## src/rtl/axi_lite_master_pkg.sv

```systemverilog
// ---------------------------------------------------------------------------
// axi_lite_master_pkg
// Shared types and constants for the AXI4-Lite single-outstanding master.
//   state_t  : controller FSM states
//   OKAY/EXOKAY/SLVERR/DECERR : AXI BRESP/RRESP encodings
//   PROT_NONE : fixed AxPROT value (unprivileged, secure, data)
// ---------------------------------------------------------------------------
package axi_lite_master_pkg;

  typedef enum logic [2:0] {
    IDLE  = 3'd0,
    WRITE = 3'd1,
    WRESP = 3'd2,
    READ  = 3'd3,
    RDATA = 3'd4,
    RESP  = 3'd5
  } state_t;

  localparam logic [1:0] OKAY   = 2'b00;
  localparam logic [1:0] EXOKAY = 2'b01;
  localparam logic [1:0] SLVERR = 2'b10;
  localparam logic [1:0] DECERR = 2'b11;

  localparam logic [2:0] PROT_NONE = 3'b000;

endpackage

```

## src/rtl/axi_lite_master.sv

```systemverilog
// ---------------------------------------------------------------------------
// axi_lite_master
// Turns one simple command into one AXI4-Lite transaction and returns the
// slave's response. One transaction is outstanding at a time.
//
// Ports
//   aclk, aresetn         : clock (rising edge), async active-low reset
//   cmd_valid/cmd_ready   : command handshake; cmd_ready is high only in IDLE
//   cmd_write, cmd_addr,
//   cmd_wdata, cmd_wstrb  : command payload, latched on acceptance
//   rsp_valid/rsp_ready   : response handshake
//   rsp_write, rsp_rdata,
//   rsp_resp              : response payload (rdata is 0 for writes)
//   m_axi_*               : AXI4-Lite master channels AW, W, B, AR, R
//
// Only DATA_WIDTH = 32 is supported.
// ---------------------------------------------------------------------------
module axi_lite_master
  import axi_lite_master_pkg::*;
#(
  parameter int ADDR_WIDTH = 32,
  parameter int DATA_WIDTH = 32
) (
  input  logic                    aclk,
  input  logic                    aresetn,
  // command channel
  input  logic                    cmd_valid,
  output logic                    cmd_ready,
  input  logic                    cmd_write,
  input  logic [ADDR_WIDTH-1:0]   cmd_addr,
  input  logic [DATA_WIDTH-1:0]   cmd_wdata,
  input  logic [DATA_WIDTH/8-1:0] cmd_wstrb,
  // response channel
  output logic                    rsp_valid,
  input  logic                    rsp_ready,
  output logic                    rsp_write,
  output logic [DATA_WIDTH-1:0]   rsp_rdata,
  output logic [1:0]              rsp_resp,
  // AXI4-Lite write address
  output logic [ADDR_WIDTH-1:0]   m_axi_awaddr,
  output logic [2:0]              m_axi_awprot,
  output logic                    m_axi_awvalid,
  input  logic                    m_axi_awready,
  // AXI4-Lite write data
  output logic [DATA_WIDTH-1:0]   m_axi_wdata,
  output logic [DATA_WIDTH/8-1:0] m_axi_wstrb,
  output logic                    m_axi_wvalid,
  input  logic                    m_axi_wready,
  // AXI4-Lite write response
  input  logic [1:0]              m_axi_bresp,
  input  logic                    m_axi_bvalid,
  output logic                    m_axi_bready,
  // AXI4-Lite read address
  output logic [ADDR_WIDTH-1:0]   m_axi_araddr,
  output logic [2:0]              m_axi_arprot,
  output logic                    m_axi_arvalid,
  input  logic                    m_axi_arready,
  // AXI4-Lite read data
  input  logic [DATA_WIDTH-1:0]   m_axi_rdata,
  input  logic [1:0]              m_axi_rresp,
  input  logic                    m_axi_rvalid,
  output logic                    m_axi_rready
);

  state_t                  state_r;
  logic                    cmd_ready_r;
  logic                    rsp_valid_r;
  logic                    rsp_write_r;
  logic [DATA_WIDTH-1:0]   rsp_rdata_r;
  logic [1:0]              rsp_resp_r;
  logic [ADDR_WIDTH-1:0]   awaddr_r;
  logic                    awvalid_r;
  logic [DATA_WIDTH-1:0]   wdata_r;
  logic [DATA_WIDTH/8-1:0] wstrb_r;
  logic                    wvalid_r;
  logic                    bready_r;
  logic [ADDR_WIDTH-1:0]   araddr_r;
  logic                    arvalid_r;
  logic                    rready_r;

  // A channel counts as finished once its valid has already dropped or it
  // handshakes this cycle; this lets AW and W complete in either order.
  logic aw_done_s;
  logic w_done_s;

  assign aw_done_s = !awvalid_r || m_axi_awready;
  assign w_done_s  = !wvalid_r  || m_axi_wready;

  // Transaction FSM; every handshake output is a register driven here.
  always_ff @(posedge aclk or negedge aresetn) begin
    if (!aresetn) begin
      state_r     <= IDLE;
      cmd_ready_r <= 1'b1;
      rsp_valid_r <= 1'b0;
      rsp_write_r <= 1'b0;
      rsp_rdata_r <= {DATA_WIDTH{1'b0}};
      rsp_resp_r  <= OKAY;
      awaddr_r    <= {ADDR_WIDTH{1'b0}};
      awvalid_r   <= 1'b0;
      wdata_r     <= {DATA_WIDTH{1'b0}};
      wstrb_r     <= {(DATA_WIDTH/8){1'b0}};
      wvalid_r    <= 1'b0;
      bready_r    <= 1'b0;
      araddr_r    <= {ADDR_WIDTH{1'b0}};
      arvalid_r   <= 1'b0;
      rready_r    <= 1'b0;
    end else begin
      case (state_r)
        IDLE: begin
          if (cmd_valid && cmd_ready_r) begin
            cmd_ready_r <= 1'b0;
            rsp_write_r <= cmd_write;
            if (cmd_write) begin
              awaddr_r  <= cmd_addr;
              wdata_r   <= cmd_wdata;
              wstrb_r   <= cmd_wstrb;
              awvalid_r <= 1'b1;
              wvalid_r  <= 1'b1;
              state_r   <= WRITE;
            end else begin
              araddr_r  <= cmd_addr;
              arvalid_r <= 1'b1;
              state_r   <= READ;
            end
          end
        end
        WRITE: begin
          if (awvalid_r && m_axi_awready) begin
            awvalid_r <= 1'b0;
          end
          if (wvalid_r && m_axi_wready) begin
            wvalid_r <= 1'b0;
          end
          if (aw_done_s && w_done_s) begin
            bready_r <= 1'b1;
            state_r  <= WRESP;
          end
        end
        WRESP: begin
          if (m_axi_bvalid) begin
            bready_r    <= 1'b0;
            rsp_resp_r  <= m_axi_bresp;
            rsp_rdata_r <= {DATA_WIDTH{1'b0}};
            rsp_valid_r <= 1'b1;
            state_r     <= RESP;
          end
        end
        READ: begin
          if (m_axi_arready) begin
            arvalid_r <= 1'b0;
            rready_r  <= 1'b1;
            state_r   <= RDATA;
          end
        end
        RDATA: begin
          if (m_axi_rvalid) begin
            rready_r    <= 1'b0;
            rsp_rdata_r <= m_axi_rdata;
            rsp_resp_r  <= m_axi_rresp;
            rsp_valid_r <= 1'b1;
            state_r     <= RESP;
          end
        end
        RESP: begin
          // cmd_ready rises only on the next cycle, so no command can be
          // taken in the same cycle the response is consumed.
          if (rsp_ready) begin
            rsp_valid_r <= 1'b0;
            cmd_ready_r <= 1'b1;
            state_r     <= IDLE;
          end
        end
        default: begin
          // Unreachable encodings: drop all handshakes and return to IDLE.
          awvalid_r   <= 1'b0;
          wvalid_r    <= 1'b0;
          bready_r    <= 1'b0;
          arvalid_r   <= 1'b0;
          rready_r    <= 1'b0;
          rsp_valid_r <= 1'b0;
          cmd_ready_r <= 1'b1;
          state_r     <= IDLE;
        end
      endcase
    end
  end

  assign cmd_ready     = cmd_ready_r;
  assign rsp_valid     = rsp_valid_r;
  assign rsp_write     = rsp_write_r;
  assign rsp_rdata     = rsp_rdata_r;
  assign rsp_resp      = rsp_resp_r;
  assign m_axi_awaddr  = awaddr_r;
  assign m_axi_awprot  = PROT_NONE;
  assign m_axi_awvalid = awvalid_r;
  assign m_axi_wdata   = wdata_r;
  assign m_axi_wstrb   = wstrb_r;
  assign m_axi_wvalid  = wvalid_r;
  assign m_axi_bready  = bready_r;
  assign m_axi_araddr  = araddr_r;
  assign m_axi_arprot  = PROT_NONE;
  assign m_axi_arvalid = arvalid_r;
  assign m_axi_rready  = rready_r;

endmodule

```

## config.mk

```make
export PLATFORM = sky130hd
export DESIGN_NAME = axi_lite_master
export DESIGN_NICKNAME = d
export VERILOG_FILES = /design/src/rtl/axi_lite_master_pkg.sv /design/src/rtl/axi_lite_master.sv
export SDC_FILE = /design/constraint.sdc
export NUM_CORES = 1
export LEC_CHECK = 0
export CAP_MARGIN = 10
export CORE_MARGIN = 10
export CORE_UTILIZATION = 46
export DETAILED_ROUTE_END_ITERATION = 10
export GPL_TIMING_DRIVEN = 1
export PLACE_DENSITY = 0.86
export SLEW_MARGIN = 20
export SYNTH_ARGS = -nofsm -noshare
export SYNTH_HDL_FRONTEND = slang
export SYNTH_SLANG_ARGS = --single-unit
```

## constraint.sdc

```tcl
create_clock -name aclk -period 4.1 [get_ports aclk]
set_input_delay 0.615 -clock aclk [delete_from_list [all_inputs] [get_ports aclk]]
set_output_delay 0.615 -clock aclk [all_outputs]
set_load 0.03 [all_outputs]
```

* After elaboration in Yosys (flattened, before gate mapping) *
Index checks and enable logic that the tools add are counted.

storage, ports and cells
  bits in registers = 145
  logic and storage cells = 102
  input bits = 114
  output and inout port bits = 148

cells by class
  reductions and logical operators = 28
  equal/unequal tests = 15
  multiplexer cells = 37
  bitwise gates (word level) = 7

operators by type and width
  operator                                              count
  2-to-1 mux 32 bit                                     2
  one-hot mux 32 bit (2 select lines)                   1
  != test 2 bit (second input constant)                 10
  OR reduction 4 bit                                    5
  2-to-1 mux 3 bit                                      6
  one-hot mux 1 bit (3 select lines)                    6
  one-hot mux 3 bit (6 select lines)                    1
  AND reduction 3 bit                                   6
  2-to-1 mux 1 bit                                      16
  AND reduction 4 bit                                   4
  NOT 1 bit                                             7
  equality test 3 x 2 -> 1 bit (second input constant)  2
  equality test 3 bit (second input constant)           2
  2-to-1 mux 2 bit                                      3
  AND reduction 6 bit                                   1
  logical AND 1 bit                                     4
  one-hot mux 1 bit (4 select lines)                    1
  one-hot mux 2 bit (2 select lines)                    1
  equality test 3 x 1 -> 1 bit (second input constant)  1
  logical NOT 3 bit                                     1
  OR reduction 3 bit                                    1
  logical NOT 1 bit                                     2
  logical OR 1 bit                                      2
  AND reduction 2 bit                                   1
  nonzero test 2 bit                                    1

* Longest topological paths before layout *
Gate-level depths: netlist of run 1.

  depth in word-level cells = 5
  mapped depth = 7
  gate-level depth less buffers = 4

* Least setup slack after synthesis of run 1 *
No wires, ideal clock.

  path kind = register to register
  from = register cmd_ready_r, in the netlist cmd_ready
  to = register araddr_r[10], in the netlist m_axi_araddr[10]
  setup time = 0.125 ns
  path buffers = 2
  stages on the path, launching flop included = 7
  slack = 2.242 ns
  arrival = 1.733 ns
  data required time = 3.975 ns
  period minus slack after synthesis = 1.858 ns
  path through = dfstp_2 > nand2_1 > nor4_4 > and2b_1 > buf_6 > buf_12 > mux2_4

between the ends
  longest elaborated chain between the ends = 2

ends and longest elaborated chain
  element                               line                    text
  start, declared                       axi_lite_master.sv:66   logic cmd_ready_r;
  start signal, assigned                axi_lite_master.sv:93   cmd_ready_r <= 1'b1;
  start signal, assigned                axi_lite_master.sv:111  cmd_ready_r <= 1'b0;
  start signal, assigned                axi_lite_master.sv:169  cmd_ready_r <= 1'b1;
  logical AND 1 bit                     axi_lite_master.sv:110  if (cmd_valid && cmd_ready_r) begin
  AND reduction 3 bit (no source line)  n/a
  end signal, assigned                  axi_lite_master.sv:104  araddr_r <= {ADDR_WIDTH{1'b0}};
  end signal, assigned                  axi_lite_master.sv:121  araddr_r <= cmd_addr;
  end, declared                         axi_lite_master.sv:77   logic [ADDR_WIDTH-1:0] araddr_r;

No other way between the ends.
A chain may end at the register's enable or synchronous reset.

* Final worst setup path of run 1 *
  from = input port cmd_valid
  to = register araddr_r[31], in the netlist m_axi_araddr[31]

between the ends
  longest elaborated chain between the ends = 2

ends and longest elaborated chain
  element                               line                    text
  start, declared                       axi_lite_master.sv:27   input logic cmd_valid,
  logical AND 1 bit                     axi_lite_master.sv:110
  AND reduction 3 bit (no source line)  n/a

No other way between the ends.

==> results.json, run 1 <==
{
  "chipHeight_microns": 135,
  "yosysMostFrequentCell": "dfrtp_1",
  "synth_top_area_cell": "dfrtp_1",
  "hold_buffers": 0,
  "r2r_start": "state_r[1]",
  "insertion_delay_ps": 410,
  "ys.flop_type": "dfrtp_1",
  "seq_area_frac_synth_pct": 59.9,
  "dieArea_sq_um": 18200,
  "power_density_nw_per_um2": 835,
  "drtIter0Drc": 229,
  "ant_nets": 0,
  "detail_route.vias_per_cell": 4.95,
  "wl_met3_microns": 1420,
  "cts_buffers": 17,
  "path_clk_slew_ps": 60,
  "finalHoldViolCount": 0,
  "grt_first_pass_wirelength_microns": 26300,
  "vias": 4340,
  "synth_common_cells": "dfrtp_1, nand2_1, mux2_4",
  "grt_usage_pct": 18.5,
  "drt_wl_total_microns": 16900,
  "dpl_cell_area_sq_um": 8610,
  "antenna_found_initial": 0,
  "initial_utilization_pct": 47.4,
  "path_cells": "clkdlybuf4s50_1, nand2_1, nor4_4, and2b_2, buf_4, mux2_2",
  "critical_path.endpoint": "m_axi_araddr[31]",
  "place_hpwl_microns": 12900,
  "cp-startpoint": "cmd_valid",
  "finalSetupViolations": 0,
  "drc": 0,
  "ys_types": 40,
  "reg2reg_depth": 4,
  "place_ws_ps": 1190,
  "worstSetupEndpointType": "register",
  "cts_sinks": 145,
  "core_sq_um": 12800,
  "syn_avg_cell_area_sq_um": 13.7,
  "min_path_type": "input port to asynchronous set/reset pin",
  "slew-limit-headroom_pct": 50.8,
  "grt-ovfl-total": 0,
  "synthArstFlopShare_pct": 100,
  "synth_area_leaders": "dfrtp_1, mux2_4, mux2_2",
  "r2r_slack_ps": 1530,
  "max-cap-violations": 0,
  "grt_pass1_vias": 4733,
  "worst_ep_arrival_time_ps": 2860,
  "fin_crit_ps": 2570,
  "required_ps": 4390,
  "ir_drop_mv": 0.451,
  "rows": 41,
  "cts_setup_buffers": 0,
  "first_pass_iters": 4,
  "io-pin-count": 262,
  "fin_cells": 877,
  "fmax_mhz": 389,
  "status": "finished clean",
  "cp_max_fo": 22,
  "wl_met2_microns": 8670,
  "ys_ff_latch": 145,
  "wl_met1_microns": 6490,
  "portBuffers": 255,
  "crit_type": "input port to register",
  "dp_cells": 846,
  "skew_ps": 7.55,
  "area_growth_syn_to_layout_pct": 52.6,
  "cts-root-buf": "clkbuf_16",
  "grt_max_degree": 83,
  "synth_cells": 442,
  "ys.warnings.count": 0,
  "setup_ws_ps": 1530,
  "die_x_microns": 135,
  "syn-cell-area_sq_um": 6060,
  "dr.max_layer_used": "met4",
  "yosys.area.top_type_share_pct": 59.5,
  "final.period_utilization_pct": 62.7,
  "slowest_stage": "clkdlybuf4s50_1",
  "final_layout_size_suffix_gt1_share_pct": 18.0,
  "tritoncts": "built",
  "tns_ps": 0,
  "worstSetupStartpointType": "input port",
  "nets": 807,
  "p_total_mw": 7.72,
  "cts_resized": 0,
  "cts-htree-levels": 4,
  "r2r-end": "m_axi_araddr[31]",
  "diodes": 0,
  "place_congestion": 0.788,
  "design_area_sq_um": 9240,
  "synth-edff-count": 0,
  "slew_violations": 0,
  "fillers": 841,
  "rsz0062_at_grt": "false",
  "power_leakage_nw": 4.10,
  "slowest_delay_ps": 480,
  "max_slew.worst_pin.slew_ps": 738,
  "wl_per_cell_microns": 19.3,
  "clk_path_buf_depth": 2
}
logic make-up (layout without fill, tap and decap cells):
group	after synthesis	count (layout)	share of synthesized area (%)
AND/OR/NAND/NOR	98	98	7.23
buffers and inverters	39	297	5.00
AO/OA/AOI/OAI	57	57	5.19
flip-flops	145	145	59.9
other	1	6	0.0619
multiplexers	102	102	22.6
state kept, by name (all words and copies together), names as in the netlist, 2 cells and up:
signal        flops
m_axi_araddr     32
m_axi_awaddr     32
rsp_resp          2
m_axi_wstrb       4
state_r           3
rsp_rdata        32
m_axi_wdata      32
layer usage:
layer	up-vias	global-route usage, %
met2	188	31.6
met5	-	0
met1	2134	20.8
met4	0	6.47
met3	25	6.94
li1	1993	-
layout by cell type (no fill, tap or decap), types with 10 or more instances in the layout:
master and n:
o21ai_0 37, a21oi_1 10, clkbuf_16 17, dfrtp_1 144, mux2_2 26, mux2_4 59
mux2_1 15, clkdlybuf4s50_1 254, nand2_1 78
final cells by class:
cell class                      count  area [sq um]  share of cell area (%)
Clock buffer                       18           439                    4.75
Tap cell                          172           215                    2.33
Multi-Input combinational cell    263          2160                    23.4
Sequential cell                   145          3630                    39.3
Clock inverter                     13           184                    1.99
Timing Repair Buffer              260          2590                    28.0
Inverter                            6          22.5                   0.244
report_power, final:
part	leakage (nW)	switching [mW]	total, mW	internal (mW)
logic	1.94	1.98	3.66	1.67
registers	1.87	0.402	2.44	2.04
clock network	0.299	0.585	1.62	1.03
critical path: cells and delay by family:
kind	cells	cell delay, ps
buffers and inverters	2	930
muxes	1	380
and+or+nand+nor	3	930
per-stage QoR:
| stage | hold slack (ps) | utilization [%] |
|---|---|---|
| after detailed placement | 469 | 67.4 |
| after global placement | 462 | 67.4 |
| after floorplan | 319 | - |
| final | 238 | 72.3 |
| after global routing | 293 | 72.3 |
| after CTS | 258 | 72.3 |
worst min-delay path by stage:
stage,from,to,slack [ps],cells after the start
after floorplan,aresetn,m_axi_araddr[0],320,0
after global placement,rsp_rdata[20],rsp_rdata[20],460,2
after detailed placement,rsp_rdata[25],rsp_rdata[25],470,2
after CTS,aresetn,m_axi_araddr[9],260,1
after global routing,aresetn,m_axi_araddr[9],290,1
final,aresetn,m_axi_araddr[9],240,1
Note: power is estimated with default switching activity, not from simulation.
==> run 2: changes to the inputs <==
Settings changed: CORE_UTILIZATION 46 to 42, PLACE_DENSITY 0.86 to 0.8.
Clock period 4.1 ns to 2.57 ns, I/O delays scaled along.
==> run 2 against run 1 <==
Effect of this change: clock power increased by 54%; utilization decreased by 5.9 points; setup slack got worse by 1000 ps; sequential power increased by 60%; global-route usage decreased by 1.0 points; register-to-register slack got worse by 950 ps; routed wire length increased by 2.9%; design area increased by 0.64%; critical path type is now register to primary output; largest power group unchanged; highest routed layer unchanged.
==> results.json, run 2 (same netlist as run 1, synthesis figures left out) <==
{
  "status": "finished clean",
  "required_ps": 2180,
  "layout_common_cells": "clkdlybuf4s50_1, dfrtp_1, nand2_1",
  "fmax_mhz": 484,
  "area_growth_syn_to_layout_pct": 53.6,
  "fin_cells": 891,
  "cts-root-buf": "clkbuf_16",
  "cts_sinks": 145,
  "detail_route.vias_per_cell": 4.92,
  "initial_utilization_pct": 43.3,
  "dr.max_layer_used": "met4",
  "wl_met3_microns": 1260,
  "tritoncts": "built",
  "io-pin-count": 262,
  "path_cells": "clkdlybuf4s50_1",
  "fin_util_pct": 66.5,
  "fin_crit_ps": 2060,
  "slowest_delay_ps": 690,
  "portBuffers": 255,
  "vias": 4388,
  "insertion_delay_ps": 420,
  "grt-ovfl-total": 0,
  "dpl_cell_area_sq_um": 8690,
  "clk_path_buf_depth": 2,
  "slew_violations": 0,
  "design_area_sq_um": 9300,
  "cts-htree-levels": 4,
  "wl_met2_microns": 8940,
  "skew_ps": 7.53,
  "tns_ps": 0,
  "grt_usage_pct": 17.5,
  "clkPwrFrac_pct": 20.3,
  "ant_nets": 0,
  "core_sq_um": 14000,
  "finalSetupViolations": 0,
  "combPwrFrac_pct": 47.8,
  "slowest_stage": "clkdlybuf4s50_1",
  "dieArea_sq_um": 19600,
  "wl_met1_microns": 6780,
  "final.period_utilization_pct": 80.3,
  "r2r_start": "state_r[1]",
  "place_ws_ps": 368,
  "path_clk_slew_ps": 60,
  "grt_pass1_vias": 4689,
  "finalHoldViolCount": 0,
  "final_layout_size_suffix_gt1_share_pct": 18.4,
  "power_density_nw_per_um2": 1320,
  "ir_drop_mv": 0.581,
  "hp-start": "rsp_rdata[0]",
  "critPathBufInv": 1,
  "cts_resized": 0,
  "grt_first_pass_wirelength_microns": 27200,
  "place_congestion": 0.821,
  "min_path_type": "register to register",
  "antenna_found_initial": 0,
  "final_common_cell": "clkdlybuf4s50_1",
  "grt_max_degree": 69,
  "place_hpwl_microns": 13200,
  "nets": 812,
  "rows": 43,
  "diodes": 0,
  "multi_input_area_sq_um": 2150,
  "drc": 0,
  "p_total_mw": 12.2,
  "die_x_microns": 140,
  "drtIter0Drc": 166,
  "seqPwrFrac_pct": 31.9,
  "rsz0062_at_grt": "false",
  "internal-power_mw": 7.49,
  "setup_ws_ps": 505,
  "critPathTopFamily": "buffers and inverters",
  "dp_cells": 858,
  "worst_ep_arrival_time_ps": 1680,
  "cp_max_fo": 5,
  "crit_type": "register to primary output",
  "first_pass_iters": 5,
  "worstSetupStartpointType": "register",
  "max-cap-violations": 0,
  "power_leakage_nw": 4.14,
  "fillers": 1000,
  "cp-startpoint": "cmd_ready",
  "timing.hold.ws_ps": 480,
  "p_sw_share_pct": 38.9,
  "p_sw_mw": 4.76,
  "drt_wl_total_microns": 17400,
  "slew-limit-headroom_pct": 60.2,
  "wl_per_cell_microns": 19.6,
  "chipHeight_microns": 140,
  "ff_latch_area_sq_um": 3630,
  "cts_buffers": 17,
  "max_slew.worst_pin.slew_ps": 597,
  "worstSetupEndpointType": "primary output"
}
run 2: cell types whose count changed in the layout (fill, tap and decap cells not counted), sizes merged:
cell and change:
buf +4, bufinv -2, clkbuf +5, clkinv -1, clkinvlp +1, dlygate4sd3 +1, inv -2
run 2: worst paths after layout:
check	endpoint	slack, ps	cells after the start
worst max-delay path	cmd_ready	510	1
worst min-delay path	rsp_rdata[0]	480	2
worst max register to register	m_axi_araddr[1]	580	4
worst min register to register	rsp_rdata[0]	480	2
max in group asynchronous	m_axi_araddr[9]	1340	3
min in group asynchronous	m_axi_awaddr[8]	510	2
run 2: worst reg2reg max path: stages, from the launching register on:
cell	delay (ps)
dfrtp_1	590
nor4_4	450
and2b_2	240
buf_12	210
mux2_2	380
run 2: routing by layer:
metal	vias up	global-route usage [%]
met1	2180	19.6
li1	2005	-
met5	-	0
met2	171	29.5
met3	32	6.59
met4	0	7.28
run 2: cell type report:
type / instances / area share, %
Sequential cell: 145 / 39.0
Timing Repair Buffer: 265 / 28.7
Multi-Input combinational cell: 263 / 23.1
Clock buffer: 23 / 5.36
Tap cell: 180 / 2.42
Clock inverter: 9 / 1.13
Inverter: 6 / 0.242
run 2: power by group through the flow:
stage / Combinational (mW) / Clock [mW] / Sequential (mW)
final: 5.85 / 2.49 / 3.91
after global placement: 5.78 / 0 / 3.87
after floorplan: 1.56 / 0 / 5.66
after CTS: 5.93 / 2.53 / 3.92
after global routing: 6.14 / 2.63 / 4.05
after detailed placement: 5.90 / 0 / 3.94
run 2: what timing repair did:
item / in CTS / in global routing
hold buffers: 1 / 0
buffers inserted: 0 / 0
endpoints found under the hold margin: 54 / 0
